## config.mk

```make
export PLATFORM = sky130hd
export DESIGN_NAME = bram_portb_arbiter
export DESIGN_NICKNAME = d
export VERILOG_FILES = /design/src/rtl/bram_portb_arbiter.sv
export SDC_FILE = /design/constraint.sdc
export NUM_CORES = 1
export LEC_CHECK = 0
export ABC_CLOCK_PERIOD_IN_PS = 4100
export BUFFER_PORTS_ARGS = -buffer_cell sky130_fd_sc_hd__buf_2
export CELL_PAD_IN_SITES_DETAIL_PLACEMENT = 0
export CELL_PAD_IN_SITES_GLOBAL_PLACEMENT = 1
export CORE_MARGIN = 5
export CORE_UTILIZATION = 45
export CTS_CLUSTER_SIZE = 8
export DETAILED_ROUTE_END_ITERATION = 8
export PLACE_DENSITY_LB_ADDON = 0.1
export SETUP_SLACK_MARGIN = 0.4
export SYNTH_ARGS = -nofsm -noshare
export SYNTH_HDL_FRONTEND = slang
export SYNTH_SLANG_ARGS = --single-unit
```

## constraint.sdc

```tcl
create_clock -name clk100m -period 4.1 [get_ports clk100m]
set_input_delay 0.82 -clock clk100m [delete_from_list [all_inputs] [get_ports clk100m]]
set_output_delay 0.82 -clock clk100m [all_outputs]
set_load 0.005 [all_outputs]
```

## src/rtl/bram_portb_arbiter.sv

```systemverilog
// Port-B arbiter: host write FIFO plus engine req/gnt share one registered BRAM access per cycle.
// Round-robin by default; define HOST_PRIORITY_EN for strict host-over-engine priority.
module bram_portb_arbiter #(
   parameter int ADDR_W     = 8,
   parameter int DATA_W     = 8,
   parameter int HBUF_DEPTH = 4,
   parameter int RD_LAT     = 1
) (
   input  logic                          clk100m,
   input  logic                          rst_n,
   input  logic                          host_wr,
   input  logic [ADDR_W-1:0]             host_addr,
   input  logic [DATA_W-1:0]             host_data,
   output logic                          host_full,
   output logic [$clog2(HBUF_DEPTH):0]   host_level,
   output logic                          host_ovf,
   input  logic                          ovf_clr,
   input  logic                          eng_req,
   input  logic                          eng_we,
   input  logic [ADDR_W-1:0]             eng_addr,
   input  logic [DATA_W-1:0]             eng_wdata,
   output logic                          eng_gnt,
   output logic                          eng_rvalid,
   output logic [DATA_W-1:0]             eng_rdata,
   output logic [ADDR_W-1:0]             bram_addr,
   output logic [DATA_W-1:0]             bram_din,
   output logic                          bram_we,
   input  logic [DATA_W-1:0]             bram_dout
);
   localparam int PTR_W = $clog2(HBUF_DEPTH);
   localparam int LVL_W = PTR_W + 1;

   typedef struct packed {
      logic [ADDR_W-1:0] addr;
      logic [DATA_W-1:0] data;
   } hentry_t;

   hentry_t          fifo_mem [HBUF_DEPTH];
   hentry_t          head;
   logic [PTR_W-1:0] wr_ptr, rd_ptr;
   logic [LVL_W-1:0] level;
   logic             h_cand, e_cand, grant_h, grant_e;
   logic             push, pop, ovf_set;
   logic [RD_LAT:0]  rd_tag;

`ifdef HOST_PRIORITY_EN
   // Strict priority: no fairness pointer exists in this build.
`else
   logic rr_eng;

   always_ff @(posedge clk100m) begin
      if (!rst_n)       rr_eng <= 1'b1;
      else if (grant_e) rr_eng <= 1'b0;
      else if (grant_h) rr_eng <= 1'b1;
   end
`endif

   always_comb begin
      h_cand = (level != '0);
      e_cand = eng_req;
`ifdef HOST_PRIORITY_EN
      grant_h = h_cand;
      grant_e = e_cand && !h_cand;
`else
      grant_h = h_cand && (!e_cand || !rr_eng);
      grant_e = e_cand && (!h_cand ||  rr_eng);
`endif
   end

   assign host_full  = (level == LVL_W'(HBUF_DEPTH));
   assign host_level = level;
   assign head       = fifo_mem[rd_ptr];
   assign pop        = grant_h;
   // A pop in the same cycle frees a slot, so a push while full is still accepted.
   assign push       = host_wr && (!host_full || pop);
   assign ovf_set    = host_wr && host_full && !pop;
   assign eng_gnt    = grant_e;
   assign eng_rvalid = rd_tag[RD_LAT];

   // NOTE: FIFO storage is not reset; level and pointers alone decide which entries are valid.
   always_ff @(posedge clk100m) begin
      if (push) fifo_mem[wr_ptr] <= hentry_t'{addr: host_addr, data: host_data};
   end

   // NOTE: every register here uses non-blocking assignment so all of them sample pre-edge values.
   always_ff @(posedge clk100m) begin
      if (!rst_n) begin
         wr_ptr    <= '0;
         rd_ptr    <= '0;
         level     <= '0;
         host_ovf  <= 1'b0;
         bram_addr <= '0;
         bram_din  <= '0;
         bram_we   <= 1'b0;
         rd_tag    <= '0;
         eng_rdata <= '0;
      end else begin
         if (push) wr_ptr <= wr_ptr + 1'b1;
         if (pop)  rd_ptr <= rd_ptr + 1'b1;
         case ({push, pop})
            2'b10:   level <= level + LVL_W'(1);
            2'b01:   level <= level - LVL_W'(1);
            default: level <= level;
         endcase

         if (ovf_set)      host_ovf <= 1'b1;
         else if (ovf_clr) host_ovf <= 1'b0;

         if (grant_h) begin
            bram_addr <= head.addr;
            bram_din  <= head.data;
            bram_we   <= 1'b1;
         end else if (grant_e) begin
            bram_addr <= eng_addr;
            bram_din  <= eng_wdata;
            bram_we   <= eng_we;
         end else begin
            bram_we   <= 1'b0;
         end

         // bram_addr acts as the BRAM address register; doutb follows it RD_LAT cycles after the grant edge.
         rd_tag <= {rd_tag[RD_LAT-1:0], grant_e && !eng_we};
         if (rd_tag[RD_LAT-1]) eng_rdata <= bram_dout;
      end
   end

endmodule

```

# ---- Yosys cells after proc, flatten, opt, wreduce, memory -nomap -nowiden
# Memories as Yosys holds them, arrays and structs flattened. A register that Yosys moved wholly into a read port is not among the register bits.
# Index checks and enable logic that the tools add are counted.
dict set report word_totals {
  ff_bits 36
  ram_bits 64
  n_memories 1
  mem_bits_ro 0
  word_cells 52
  latch_bits 0
  output_inout_bits 32
}
dict set report classes {
  addsub 4
  eq_ne 3
  n_reduce_logical 19
  n_shift 0
  n_bitwise 0
  n_mux 15
  n_div 0
  magnitude_cmp 0
  mul 0
}
# name depth word_bits rd rd_ports_with_merged_regs wr line
set mem_list {}
lappend mem_list {fifo_mem 4 16 1 1 1 38} ;# hentry_t fifo_mem [HBUF_DEPTH];
# operator n
set ops {}
lappend ops {{8-bit two-way mux} 4}
lappend ops {{1-bit two-way mux} 8}
lappend ops {{1-bit logical AND} 6}
lappend ops {{1-bit logical NOT} 6}
lappend ops {{3-bit case mux with 2 select lines} 1}
lappend ops {{2-bit nonzero test} 3}
lappend ops {{2-bit by 1-bit adder with 2-bit output (second input constant)} 2}
lappend ops {{2-bit two-way mux} 2}
lappend ops {{3-bit by 1-bit adder with 3-bit output (second input constant)} 1}
lappend ops {{3-bit equality test (second input constant)} 1}
lappend ops {{1-bit logical OR} 3}
lappend ops {{3-bit nonzero test} 1}
lappend ops {{3-bit by 1-bit subtractor with 3-bit output (second input constant)} 1}
lappend ops {{2-bit by 1-bit equality test with 1-bit output (second input constant)} 1}
lappend ops {{2-bit equality test (second input constant)} 1}

# ---- Depth between registers and ports, before layout
dict set report depth {
  word_depth 7
  mapped_depth 11
}

# ---- Worst setup path before layout
# Ideal clock, no wire load.
dict set report synth_timing {
  path_kind {input to register}
  from {input eng_req}
  to {register level[2], in the netlist host_level[2]}
  required_ps 4027
  setup_time_ps 73
  path_buffers 2
  stages 11
  arrival_ps 2672
  setup_slack_ps 1355
  cell_sequence {buf_2 nand2_1 clkbuf_1 nand2_1 inv_1 ha_1 inv_1 fa_1 xor2_1 or3_1 a21oi_1}
}
dict set report synth_between {
  elab_chain_cells 7
  elab_cells_between_ends 9
  cone_classes {2 x eq/ne; 1 x mux; 6 x reduce/logical}
}
# item line
set synth_lines {}
lappend synth_lines {{from (decl)} 18} ;# input logic eng_req,
lappend synth_lines {{1-bit logical NOT (*)} 65} ;# grant_h = h_cand && (!e_cand || !rr_eng);
lappend synth_lines {{1-bit logical OR (*)} 65}
lappend synth_lines {{1-bit logical AND (*)} 65}
lappend synth_lines {{1-bit logical OR} 75} ;# assign push = host_wr && (!host_full || pop);
lappend synth_lines {{1-bit logical AND} 75}
lappend synth_lines {{2-bit by 1-bit equality test with 1-bit output / 2-bit equality test (equally long branches)} 100} ;# case ({push, pop})
lappend synth_lines {{3-bit case mux with 2 select lines / 2-bit nonzero test (equally long branches)} -}
lappend synth_lines {{to (signal assigned)} 101} ;# 2'b10: level <= level + LVL_W'(1);
lappend synth_lines {{to (signal assigned)} 102} ;# 2'b01: level <= level - LVL_W'(1);
lappend synth_lines {{to (signal assigned)} 103} ;# default: level <= level;
lappend synth_lines {{to (decl)} 41} ;# logic [LVL_W-1:0] level;
# Every way passes the cells marked *; elsewhere a longest branch is shown, timed or not.
# A chain may end at the register's enable or synchronous reset.

# ---- Worst setup path in the final report
# Same ends and word-level chain as after synthesis.

==> flow_metrics.tcl <==
set metrics [dict create \
    slew_violations 0 \
    fin_crit_sh 0.616 \
    drtAntennaViolNets 0 \
    antenna_found_initial 0 \
    hold_viol_final 0 \
    ys_ff_latch 102 \
    cts_buffer_depth 2 \
    synth_area_um2 3970 \
    tightest_slew_ns 1.01 \
    cts.clk_slew.worst_paths_ns 0.10 \
    final_nets 371 \
    wirelength_um 7380 \
    layout_common_cells "buf_2 (77), edfxtp_1 (64), dfxtp_1 (38), a221o_1 (15), and4_1 (13)" \
    p_leak_nw 1.78 \
    drive_above_1_share 0.324 \
    die_x_um 104 \
    finalWorstPathRequiredPeriod_ns 2.53 \
    setup_viol 0 \
    seq_power_share 0.541 \
    ir_worst_vdd_uv 195 \
    max-cap-violations 0 \
    relSlewSlack 0.329 \
    grtUsageTotal 0.140 \
    skew_ns 0.0118 \
    grt_pass1_vias 2225 \
    worst_slack_ns 1.57 \
    fmax_mhz 396 \
    ys_seq_area_frac 0.676 \
    fin_setup_tns_ns 0 \
    cts_resized 0 \
    p_int_mw 1.75 \
    area_delta_synth_final_pct 15.7 \
    cts_root_buf "clkbuf_8" \
    num_vias 2255 \
    synth_nets 296 \
    n_fill_cell 768 \
    synthCells 244 \
    avgSynthCellArea_um2 16.3 \
    cts.sinks 102 \
    grt_max_degree 26 \
    rows 34 \
    hold_path.class "flip-flop to flip-flop" \
    initial_core_util 0.457 \
    fin_cells 432 \
    wl_per_cell_um 17.1 \
    io_pins 78 \
    die_h_um 104 \
    grt_pass1_wl_um 12000 \
    drc 0 \
    cp-end-kind "flip-flop" \
    power_switching_mw 0.733 \
    critPathRequiredTime_ns 4.39 \
    dpl.cell_count 416 \
    p_per_area_nw_per_um2 541 \
    clkPwrFrac 0.234 \
    postCtsHoldBufs 0 \
    cts_setup_buffers 0 \
    yosysUniqueCellTypes 32 \
    detail_route.vias_per_cell 5.22 \
    critPathMaxFanout 18 \
    htreeDepth 3 \
    critical_path_class "primary input to flip-flop" \
    dp_slack_ns 1.20 \
    reg2reg_slack_ns 1.60 \
    ys_warn_count 0 \
    rsz0062_at_grt "false" \
    diodes 0 \
    layout_commonest_cell "buf_2" \
    cp-start-kind "primary input" \
    core_um2 8680 \
    grt.overflow.total 0 \
    arrival_ns 2.81 \
    swShare 0.295 \
    firstDrtPassIters 4 \
    clk_latency_ns 0.35 \
    port_buffers 77 \
    dieArea_um2 10800 \
    dr.first_iter.drc_count 74 \
    gp_congestion 0.714 \
    cts_tree "done" \
    cts_buffers 9 \
    p_comb_frac 0.226 \
    dp.final_hpwl_um 5070 \
    outcome "finished, final reports clean" \
]
-- state kept, by name (all words and copies together), names as in the netlist, named ones only --
register,flops
host_ovf,1
wr_ptr,2
bram_we,1
bram_din,8
rd_ptr,2
rd_tag,2
host_level,3
fifo_mem,64
bram_addr,8
eng_rdata,8
rr_eng,1
-- cells by family (layout without fill, tap and decap cells) --
| group | count (synthesis) | count (layout) | synth area share |
|---|---|---|---|
| muxes | 27 | 27 | 0.125 |
| AOI/OAI and AO/OA | 28 | 28 | 0.0580 |
| buffers and inverters | 24 | 104 | 0.0303 |
| DFF | 102 | 102 | 0.676 |
| and+or+nand+nor | 55 | 55 | 0.0857 |
| xor gates and xnor gates | 2 | 2 | 0.00441 |
| adders and majority gates | 6 | 6 | 0.0208 |
-- per-layer routing --
layer  GRT usage  part of all wire
met2       0.204              0.45
met4      0.0527             0.013
met5           0                 0
met3      0.0323             0.042
met1       0.205              0.49
-- critical path, stage by stage --
cell and delay, ns:
buf_2 0.16, nand2_1 0.37, nand2_1 0.18, inv_1 0.09
ha_1 0.17, inv_1 0.06, fa_1 0.37, xor2_1 0.16
or3_1 0.30, a21oi_1 0.13
-- worst paths after layout --
path                         startpoint                          to  cells after the start
max                             eng_req  host_level[2]$_SDFFE_PN0P_                     10
min              rd_ptr[1]$_SDFFE_PN0N_                   flip-flop                      2
max reg2reg  host_level[0]$_SDFFE_PN0P_  host_level[2]$_SDFFE_PN0P_                      9
min reg2reg      rd_ptr[1]$_SDFFE_PN0N_                   flip-flop                      2
-- synth_stat cells, drive strengths merged --
cell type / number / area, um2
a21boi: 1 / 7.51
a21oi: 5 / 25.0
a221o: 15 / 150
a311oi: 1 / 8.76
a32oi: 1 / 8.76
and2: 6 / 37.5
and4: 15 / 136
buf: 7 / 56.3
clkbuf: 7 / 26.3
clkinv: 1 / 3.75
dfxtp: 38 / 761
edfxtp: 64 / 1920
fa: 1 / 20.0
ha: 5 / 62.6
inv: 9 / 33.8
mux2i: 11 / 110
mux4: 16 / 387
nand2: 8 / 30.0
nand2b: 3 / 18.8
nand3: 3 / 15.0
nor2: 12 / 45.0
nor3: 4 / 31.3
nor3b: 1 / 7.51
o211a: 1 / 10.0
o21ai: 4 / 20.0
or3: 3 / 18.8
xor2: 2 / 17.5
-- metrics by stage --
| stage | utilization | cell area [um2] | hold slack [ns] | power, mW |
|---|---|---|---|---|
| 6_report | 0.529 | 4590 | 0.482 | 2.49 |
| 5_1_grt | 0.529 | 4590 | 0.499 | 2.64 |
| 4_1_cts | 0.529 | 4590 | 0.482 | 2.52 |
| 3_5_place_dp | 0.509 | 4420 | 0.469 | 1.94 |
| 3_3_place_gp | 0.509 | 4420 | 0.462 | 1.93 |
| 2_1_floorplan | - | 3970 | 0.449 | 1.76 |
-- final cells by class --
class	instances	area [um2]	share of cell area
well taps	108	135	0.0294
repair buffers	78	393	0.0855
flip-flops and latches	102	2680	0.584
multi-input cells	118	1170	0.254
clock inverters	6	51.3	0.0112
clock buffers	10	128	0.0278
inverters	10	37.5	0.00817
-- power groups by stage --
stage | Sequential (mW) | Clock, mW | Combinational, mW
floorplan | 1.31 | 0 | 0.445
global placement | 1.37 | 0 | 0.562
detailed placement | 1.37 | 0 | 0.566
CTS | 1.35 | 0.605 | 0.567
global route | 1.37 | 0.646 | 0.625
finish | 1.34 | 0.581 | 0.560
(Power assumes the default switching activity.)
